===== config.mk =====
export PLATFORM = sky130hd
export DESIGN_NAME = bcd_overlay_scanner
export DESIGN_NICKNAME = d
export VERILOG_FILES = /design/src/rtl/bcd_overlay_scanner.sv
export SDC_FILE = /design/constraint.sdc
export NUM_CORES = 1
export LEC_CHECK = 0
export CAP_MARGIN = 10
export CORE_ASPECT_RATIO = 0.8
export CORE_UTILIZATION = 50
export CTS_BUF_LIST = sky130_fd_sc_hd__clkbuf_8
export DETAILED_ROUTE_END_ITERATION = 10
export GPL_TIMING_DRIVEN = 0
export PLACE_DENSITY_LB_ADDON = 0.3
export SLEW_MARGIN = 20
export SYNTH_ARGS = -nofsm -noshare
export SYNTH_HDL_FRONTEND = slang
export SYNTH_SLANG_ARGS = --single-unit

===== constraint.sdc =====
create_clock -name clk -period 2.2 [get_ports clk]
set_input_delay 0.33 -clock clk [delete_from_list [all_inputs] [get_ports clk]]
set_output_delay 0.33 -clock clk [all_outputs]
set_load 0.005 [all_outputs]

===== src/rtl/bcd_overlay_scanner.sv =====
// ----------------------------------------------------------------------------
// bcd_overlay_scanner
//
// Front stage for bcd_seq_display_controller. Maps VGA raster coordinates
// into font-local ROM coordinates for a numeric overlay window, snapshots the
// displayed value once per frame (no mid-frame tearing), and runs a blink
// counter for FLASH_FRAMES frames after the displayed value changes.
//
// Optional feature macro: SCALE_2X_EN
//   defined   : glyphs drawn at 2x (window SEQ_DIGITS*16 x 16 px)
//   undefined : glyphs drawn at 1x (window SEQ_DIGITS*8 x 8 px)
//
// Ports:
//   clk, rst     : pixel clock, synchronous active-high reset
//   pixel_x/y    : current raster position
//   video_on     : active-video qualifier
//   frame_start  : one-cycle pulse at the start of every frame
//   seq_in       : live value to display
//   origin_x/y   : window top-left corner
//   seq_out      : frame-stable snapshot of seq_in
//   seq_x_rom    : window-local mirrored x (2-cycle latency)
//   seq_y_rom    : window-local mirrored y (2-cycle latency)
//   in_window    : pixel lies inside the window (2-cycle latency)
//   flash        : blink phase while the post-change counter runs
//
// There is no handshake on this block: every input is sampled each clock and
// every output is a registered value (or a pure decode of one).
// ----------------------------------------------------------------------------
module bcd_overlay_scanner #(
  parameter int SCREEN_WIDTH = 10,
  parameter int SEQ_LEN      = 20,
  parameter int SEQ_DIGITS   = (SEQ_LEN >> 2) + 1,
  parameter int FLASH_FRAMES = 30
) (
  input  logic                    clk,
  input  logic                    rst,
  input  logic [SCREEN_WIDTH-1:0] pixel_x,
  input  logic [SCREEN_WIDTH-1:0] pixel_y,
  input  logic                    video_on,
  input  logic                    frame_start,
  input  logic [SEQ_LEN-1:0]      seq_in,
  input  logic [SCREEN_WIDTH-1:0] origin_x,
  input  logic [SCREEN_WIDTH-1:0] origin_y,
  output logic [SEQ_LEN-1:0]      seq_out,
  output logic [SCREEN_WIDTH-1:0] seq_x_rom,
  output logic [SCREEN_WIDTH-1:0] seq_y_rom,
  output logic                    in_window,
  output logic                    flash
);

`ifdef SCALE_2X_EN
  localparam int SCALE_SHIFT = 1;
`else
  localparam int SCALE_SHIFT = 0;
`endif

  localparam int GLYPH_PX = 8 << SCALE_SHIFT;
  localparam int WIN_W    = SEQ_DIGITS * GLYPH_PX;
  localparam int WIN_H    = GLYPH_PX;
  localparam int CW       = SCREEN_WIDTH + 1;
  localparam int FLASH_W  = $clog2(FLASH_FRAMES + 1);

  // Font-space maxima: the mirror is done after undoing the scale.
  localparam logic [SCREEN_WIDTH-1:0] X_TOP = SCREEN_WIDTH'(SEQ_DIGITS * 8 - 1);
  localparam logic [SCREEN_WIDTH-1:0] Y_TOP = SCREEN_WIDTH'(7);

  // --------------------------------------------------------------------------
  // Registers
  // --------------------------------------------------------------------------
  logic                    hit1_q,      hit1_d;
  logic [SCREEN_WIDTH-1:0] dx1_q,       dx1_d;
  logic [SCREEN_WIDTH-1:0] dy1_q,       dy1_d;
  logic                    in_window_q, in_window_d;
  logic [SCREEN_WIDTH-1:0] x_rom_q,     x_rom_d;
  logic [SCREEN_WIDTH-1:0] y_rom_q,     y_rom_d;
  logic [SEQ_LEN-1:0]      seq_q,       seq_d;
  logic [FLASH_W-1:0]      flash_cnt_q, flash_cnt_d;

  // --------------------------------------------------------------------------
  // Stage 1: offsets and hit test. Bounds use one extra bit so a window that
  // hangs off the right/bottom screen edge does not wrap back to column 0.
  // --------------------------------------------------------------------------
  logic [CW-1:0] px_ext, py_ext, ox_ext, oy_ext, x_end, y_end;

  always_comb begin
    px_ext = {1'b0, pixel_x};
    py_ext = {1'b0, pixel_y};
    ox_ext = {1'b0, origin_x};
    oy_ext = {1'b0, origin_y};
    x_end  = ox_ext + CW'(WIN_W);
    y_end  = oy_ext + CW'(WIN_H);

    hit1_d = video_on
           & (px_ext >= ox_ext) & (px_ext < x_end)
           & (py_ext >= oy_ext) & (py_ext < y_end);
    dx1_d  = pixel_x - origin_x;
    dy1_d  = pixel_y - origin_y;
  end

  // --------------------------------------------------------------------------
  // Stage 2: mirror into ROM space. Mirroring x puts the sign glyph / MSD on
  // the left and font bit 7 at each glyph's left pixel; mirroring y puts font
  // row 7 on top. Misses force zeros so downstream never sees stale offsets.
  // --------------------------------------------------------------------------
  always_comb begin
    in_window_d = 1'b0;
    x_rom_d     = '0;
    y_rom_d     = '0;
    if (hit1_q) begin
      in_window_d = 1'b1;
      x_rom_d     = X_TOP - (dx1_q >> SCALE_SHIFT);
      y_rom_d     = Y_TOP - (dy1_q >> SCALE_SHIFT);
    end
  end

  // --------------------------------------------------------------------------
  // Value snapshot and flash counter. The change test compares against the
  // value still held in seq_q, i.e. the snapshot from the previous frame.
  // --------------------------------------------------------------------------
  always_comb begin
    seq_d       = seq_q;
    flash_cnt_d = flash_cnt_q;
    if (frame_start) begin
      seq_d = seq_in;
      if (seq_in != seq_q) begin
        flash_cnt_d = FLASH_W'(FLASH_FRAMES);
      end else if (flash_cnt_q != '0) begin
        flash_cnt_d = flash_cnt_q - FLASH_W'(1);
      end
    end
  end

  always_ff @(posedge clk) begin
    if (rst) begin
      hit1_q      <= 1'b0;
      dx1_q       <= '0;
      dy1_q       <= '0;
      in_window_q <= 1'b0;
      x_rom_q     <= '0;
      y_rom_q     <= '0;
      seq_q       <= '0;
      flash_cnt_q <= '0;
    end else begin
      hit1_q      <= hit1_d;
      dx1_q       <= dx1_d;
      dy1_q       <= dy1_d;
      in_window_q <= in_window_d;
      x_rom_q     <= x_rom_d;
      y_rom_q     <= y_rom_d;
      seq_q       <= seq_d;
      flash_cnt_q <= flash_cnt_d;
    end
  end

  // --------------------------------------------------------------------------
  // Outputs
  // --------------------------------------------------------------------------
  assign seq_out   = seq_q;
  assign seq_x_rom = x_rom_q;
  assign seq_y_rom = y_rom_q;
  assign in_window = in_window_q;

  // Blink phase: bit 2 of the frame counter gives a ~4-frame on/off cadence.
  generate
    if (FLASH_W >= 3) begin : g_flash
      assign flash = (flash_cnt_q != '0) & flash_cnt_q[2];
    end else begin : g_flash_short
      assign flash = 1'b0;
    end
  endgenerate

endmodule


==> impl_metrics.yaml, run 1 <==
timing:
  period_share: 0.9612
  fin_tns_setup_ns: 0
  timing.fmax_mhz: 472.9
  finalHoldViolations: 0
  clock_skew_ns: 0.004774
  setup_ws_ns: 0.08545
  rsz0062_at_grt: "false"
  relSlewSlack: 0.6177
  post-route-min-period_ns: 2.115
  tightest_slew_ns: 0.5735
  slew_viol_final: 0
  hold_ws_ns: 0.3812
  finalSetupViolCount: 0
synth:
  yosysWarnings: 0
  yosysTopAreaCell: "dfxtp_1"
  synth_common_cells: "nor2_1 (69), dfxtp_1 (67), ha_1 (39), inv_1 (32), xor2_1 (32)"
  synthDistinctLibCells: 54
  yosysSeqAreaShare: 0.3502
  ys_seq_elements: 67
  mappedNetlistArea_sq_mm: 0.003830
  yosysMostFrequentCell: "nor2_1"
  synth_edf_count: 0
  synth.top_cell.area_share: 0.3502
  syn_inst: 423
  synthTopCellsByArea: "dfxtp_1 (35%), ha_1 (13%), xor2_1 (7.3%), nor2_1 (6.8%), mux2i_1 (5.2%)"
  syn_nets: 528
  async_flop_share: 0
  synth_flop_cell: "dfxtp_1"
  synth_area_per_cell_sq_um: 9.054
route:
  num_vias: 3332
  vias_per_cell: 5.118
  wl_per_cell_um: 13.70
  drtPass1Iterations: 4
  wl_um: 8917
  drc: 0
  ant_nets: 0
  drtIter0Drc: 88
power_and_ir_drop:
  power_uw: 3284
  leakage_uw: 0.002321
  power_density_mw_per_mm2: 616.2
  vdd_ir_drop_max_mv: 0.2755
layout:
  area_delta_synth_final_pct: 39.14
  nets: 646
  drive_gt1_frac: 0.07875
  fin_cells: 651
  fillers: 577
  n_antenna_cell: 0
floorplanning:
  fp.dieH_um: 80.28
  dieArea_sq_mm: 0.008016
  core_sq_mm: 0.007392
  ios: 106
  fp-row-count: 28
  start_util: 0.5181
  die_w_um: 99.85
clocking:
  path_clk_slew_ns: 0.07
  cts_root_buf: "clkbuf_8"
  numCtsBuffers: 9
  clock_sinks: 67
  clkLatencyLatePin_ns: 0.33
  htreeDepth: 3
  clock_path_buffers: 2
  tritoncts: "built"
placed_design:
  preCtsSetupSlack_ns: -0.3589
  io_buffers: 105
  gp_congestion: 0.8684
  dpl.hpwl_um: 6898
  dp.cells: 633
hold_path:
  holdCritPathClass: "flop to flop"
critical_path:
  required_ns: 2.48
  slowest_stage: "clkdlybuf4s50_1"
  timing_worst_setup_path_type: "primary input to flop"
  startpoint_type: "primary input"
  cp_cell_sequence: "clkdlybuf4s50_1 > inv_1 > ha_2 > fa_2 > nand2b_4 > a21oi_4 > a41o_1 > a2111oi_4 > a211oi_2 > and4_1"
  cp_top_family: "compound AO/OA/AOI/OAI gates"
  cp.arrival_ns: 2.39
  cp_num_buf_inv: 2
  critPathMaxStageDelay_ns: 0.45
  cp_max_fo: 2
  cp-end-kind: "flop"
grt:
  grt_pass1_vias: 3208
  antenna_found_initial: 0
  grtUsageTotal: 0.2264
  grt-ovfl-total: 0
  grt_max_degree: 13
  grt_pass1_wl_um: 14190
outcome:
  outcome: "completed"
job:
  maxCapViolations: 0
-- registers in the layout, summed over array words and instances (netlist names) --
register     count
dx1_q           10
dy1_q           10
flash_cnt_q      5
hit1_q           1
in_window        1
seq_out         20
seq_x_rom       10
seq_y_rom       10
-- power by group --
group / switching, uW / leakage [uW] / internal [uW] / total, uW
clock: 457 / 0.000108 / 668 / 1130
combinational: 380 / 0.00166 / 429 / 809
sequential: 58.1 / 0.000551 / 1290 / 1350
total: 895 / 0.00232 / 2390 / 3280
-- cell families (layout without fill, tap and decap cells) --
logic type / after synthesis / after routing / synth area share
mux: 20 / 20 / 0.05227
simple gates: 142 / 142 / 0.1862
flops: 67 / 67 / 0.3502
xor+xnor: 51 / 51 / 0.1166
fa+ha+maj: 41 / 41 / 0.1379
buf+inv: 43 / 166 / 0.04933
compound gates: 59 / 59 / 0.1075
-- cell type report --
type | count | area (sq um) | area share
Multi-Input combinational cell | 313 | 2365 | 0.4438
Sequential cell | 67 | 1341 | 0.2517
Timing Repair Buffer | 107 | 1076 | 0.2019
Clock buffer | 10 | 137.6 | 0.02583
Tap cell | 105 | 131.4 | 0.02465
Inverter | 32 | 120.1 | 0.02254
Clock inverter | 6 | 88.84 | 0.01667
Buffer | 11 | 68.82 | 0.01291
-- through the flow --
step                area, sq um  utilization
floorplan                  3830            -
global placement           5012       0.6781
detailed placement         5012       0.6781
CTS                        5261       0.7117
global route               5329       0.7209
finish                     5329       0.7209
-- layout by cell type, fill, tap and decap left out, drive strengths merged, types with 2 or more instances in the layout --
cell type      count
clkdlybuf4s50    101
nor2              69
dfxtp             67
ha                39
inv               32
xor2              32
mux2i             20
xnor2             19
clkbuf            17
nor3              16
o21ai             14
nand2             13
a21oi             10
nor4               9
o21a               6
nand3              6
a211oi             6
nor2b              5
buf                5
dlymetal6s2s       4
nand2b             4
o22ai              4
nor3b              3
nand3b             3
or3                3
a21o               3
and3               2
a211o              2
o2111ai            2
a31oi              2
and2               2
or4                2
nand4              2
fa                 2
bufinv             2
clkinvlp           2
a2111oi            2
clkinv             2
-- what timing repair did --
item / 4_1_cts / 5_1_grt
hold buffers: 0 / 0
pin swaps: 0 / 5
endpoints found under the hold margin: 0 / 0
endpoints found under the setup margin: 1 / 3
gates resized for setup: 5 / 12
buffers inserted: 0 / 2
-- worst paths after layout --
kind                  startpoint              to  slack (ns)  cells after the start
setup / recovery      pixel_y[0]          hit1_q        0.09                     10
hold / removal          dy1_q[1]    seq_y_rom[1]        0.38                      1
setup reg to reg  flash_cnt_q[0]  flash_cnt_q[0]        0.46                      6
hold reg to reg         dy1_q[1]    seq_y_rom[1]        0.38                      1
-- routing by layer --
| layer | GRT usage | share of wire |
|---|---|---|
| met2 | 0.4152 | 0.51 |
| met3 | 0.03568 | 0.044 |
| met5 | 0 | 0 |
| met1 | 0.2627 | 0.44 |
| met4 | 0.09412 | 0.013 |
Note: power is estimated with default switching activity, not from simulation.
==> run 2: changes to the inputs <==
ABC_CLOCK_PERIOD_IN_PS = 2200   (was unset)
CORE_ASPECT_RATIO = 0.7   (was 0.8)
MAX_ROUTING_LAYER = met4   (was unset)
==> run 2 against run 1 <==
  * Non-clock buffer count shrank 1
  * Critical path type unchanged
  * Combinational power grew 0.5%
  * Routed wire length grew 2.7%
  * Global-route usage grew 1.7 points
  * Total power grew 3.9%
==> impl_metrics.yaml, run 2 (same netlist as run 1, synthesis figures left out) <==
outcome:
  outcome: "completed"
timing:
  finalSetupViolCount: 0
  relSlewSlack: 0.6077
  finalHoldViolations: 0
  post-route-min-period_ns: 2.126
  fin_tns_setup_ns: 0
  rsz0062_at_grt: "false"
  period_share: 0.9661
  clock_skew_ns: 0.003690
  timing.fmax_mhz: 470.5
  slew_viol_final: 0
  tightest_slew_ns: 0.5885
layout:
  final_cell_mix: "clkdlybuf4s50_1 (102), nor2_1 (68), dfxtp_1 (67)"
  n_antenna_cell: 0
  finalInstanceArea_sq_mm: 0.005326
  area_delta_synth_final_pct: 39.07
  nets: 645
  regArea_sq_mm: 0.001341
  drive_gt1_frac: 0.07523
  multi_input_area_sq_mm: 0.002357
  fillers: 565
  largest_reg_flops: 20
  final_common_cell: "clkdlybuf4s50_1"
grt:
  grt_max_degree: 13
  grt_pass1_wl_um: 14510
  antenna_found_initial: 0
  grt_pass1_vias: 3237
  grt-ovfl-total: 0
  grtUsageTotal: 0.2429
route:
  wl_um: 9159
  drtIter0Drc: 105
  drtPass1Iterations: 4
  drc: 0
  num_vias: 3331
  ant_nets: 0
  wl_per_cell_um: 14.24
  vias_per_cell: 5.180
floorplanning:
  die_w_um: 106.6
  ios: 106
  fp-row-count: 26
  fp.dieH_um: 75.23
  core_sq_mm: 0.007352
  dieArea_sq_mm: 0.008019
  start_util: 0.5209
clocking:
  cts-hold-fix-buffers: 0
  clkLatencyLatePin_ns: 0.34
  clock_path_buffers: 2
  tritoncts: "built"
  numCtsBuffers: 9
  cts_root_buf: "clkbuf_8"
  path_clk_slew_ns: 0.07
  htreeDepth: 3
  clock_sinks: 67
hold_path:
  min_to: "seq_y_rom[2]"
  hold_depth: 1
  holdCritPathClass: "flop to flop"
  min-delay-start: "dy1_q[2]"
critical_path:
  crit-reg2reg-launch: "flash_cnt_q[0]"
  r2r_cells: 6
  cp-startpoint: "pixel_y[0]"
  cp_max_fo: 2
  cp.arrival_ns: 2.41
  slowest_stage: "clkdlybuf4s50_1"
  reg2reg_to: "flash_cnt_q[0]"
  startpoint_type: "primary input"
  cp-end-kind: "flop"
  cp_cell_sequence: "clkdlybuf4s50_1 > inv_1 > ha_1 > fa_2 > nand2b_1 > a21oi_4 > a41o_1 > a2111oi_4 > a211oi_1 > and4_1"
  critPathMaxStageDelay_ns: 0.45
  reg2reg_slack_ns: 0.44
  required_ns: 2.48
  timing_worst_setup_path_type: "primary input to flop"
placed_design:
  gp_congestion: 0.9256
  placed_cell_area_sq_mm: 0.005004
  io_buffers: 105
  dpl.hpwl_um: 7182
job:
  maxCapViolations: 0
power_and_ir_drop:
  leakage_uw: 0.002321
  vdd_ir_drop_max_mv: 0.4593
  power_density_mw_per_mm2: 640.6
## run 2: area by class of cell
cell class,instances,area share
Sequential cell,67,0.2518
Multi-Input combinational cell,313,0.4426
Buffer,11,0.01292
Tap cell,98,0.02302
Inverter,32,0.02255
Clock inverter,6,0.02114
Timing Repair Buffer,106,0.2001
Clock buffer,10,0.02584
## run 2: timing repair
action,in CTS,in global routing
pin swaps,1,1
endpoints found under the setup margin,1,3
gates resized for setup,8,7
setup buffers,1,0
## run 2: worst max-delay path by stage
stage | to | slack [ns] | cells past startpoint
floorplan | hit1_q | 0.22 | 10
global placement | hit1_q | -0.38 | 9
detailed placement | hit1_q | -0.42 | 9
CTS | hit1_q | 0.02 | 9
global route | hit1_q | 0.03 | 9
finish | hit1_q | 0.07 | 10
## run 2: where the power goes
part | internal [uW] | total [uW] | switching (uW)
clock network | 785 | 1250 | 466
logic | 427 | 813 | 386
registers | 1290 | 1350 | 56.8
## run 2: through the flow
stage / worst slack (ns) / hold WS (ns) / std cells / power (uW) / util
after floorplan: 0.2227 / 0.3682 / 423 / 1852 / -
after global placement: -0.3787 / 0.3725 / 626 / 2125 / 0.6806
after detailed placement: -0.4217 / 0.3704 / 626 / 2152 / 0.6806
after CTS: 0.02434 / 0.3810 / 643 / 3421 / 0.7217
after global routing: 0.02926 / 0.3924 / 643 / 3582 / 0.7245
final: 0.07448 / 0.3816 / 643 / 3412 / 0.7245
## run 2: critical path: cells and delay by family
family	cells	cell delay, ns
AOI/OAI and AO/OA	4	0.61
adders and majority gates	2	0.57
buffers and inverters	2	0.49
and+or+nand+nor	2	0.41
## run 2: per-layer routing
layer / wire (um) / track usage / part of all wire / vias to the layer above
met3: 378 / 0.06234 / 0.041 / 16
li1: - / - / - / 1688
met5: 0 / - / 0 / -
met4: 153 / 0.08524 / 0.017 / 0
met1: 4355 / 0.2885 / 0.48 / 1534
met2: 4272 / 0.4050 / 0.47 / 93
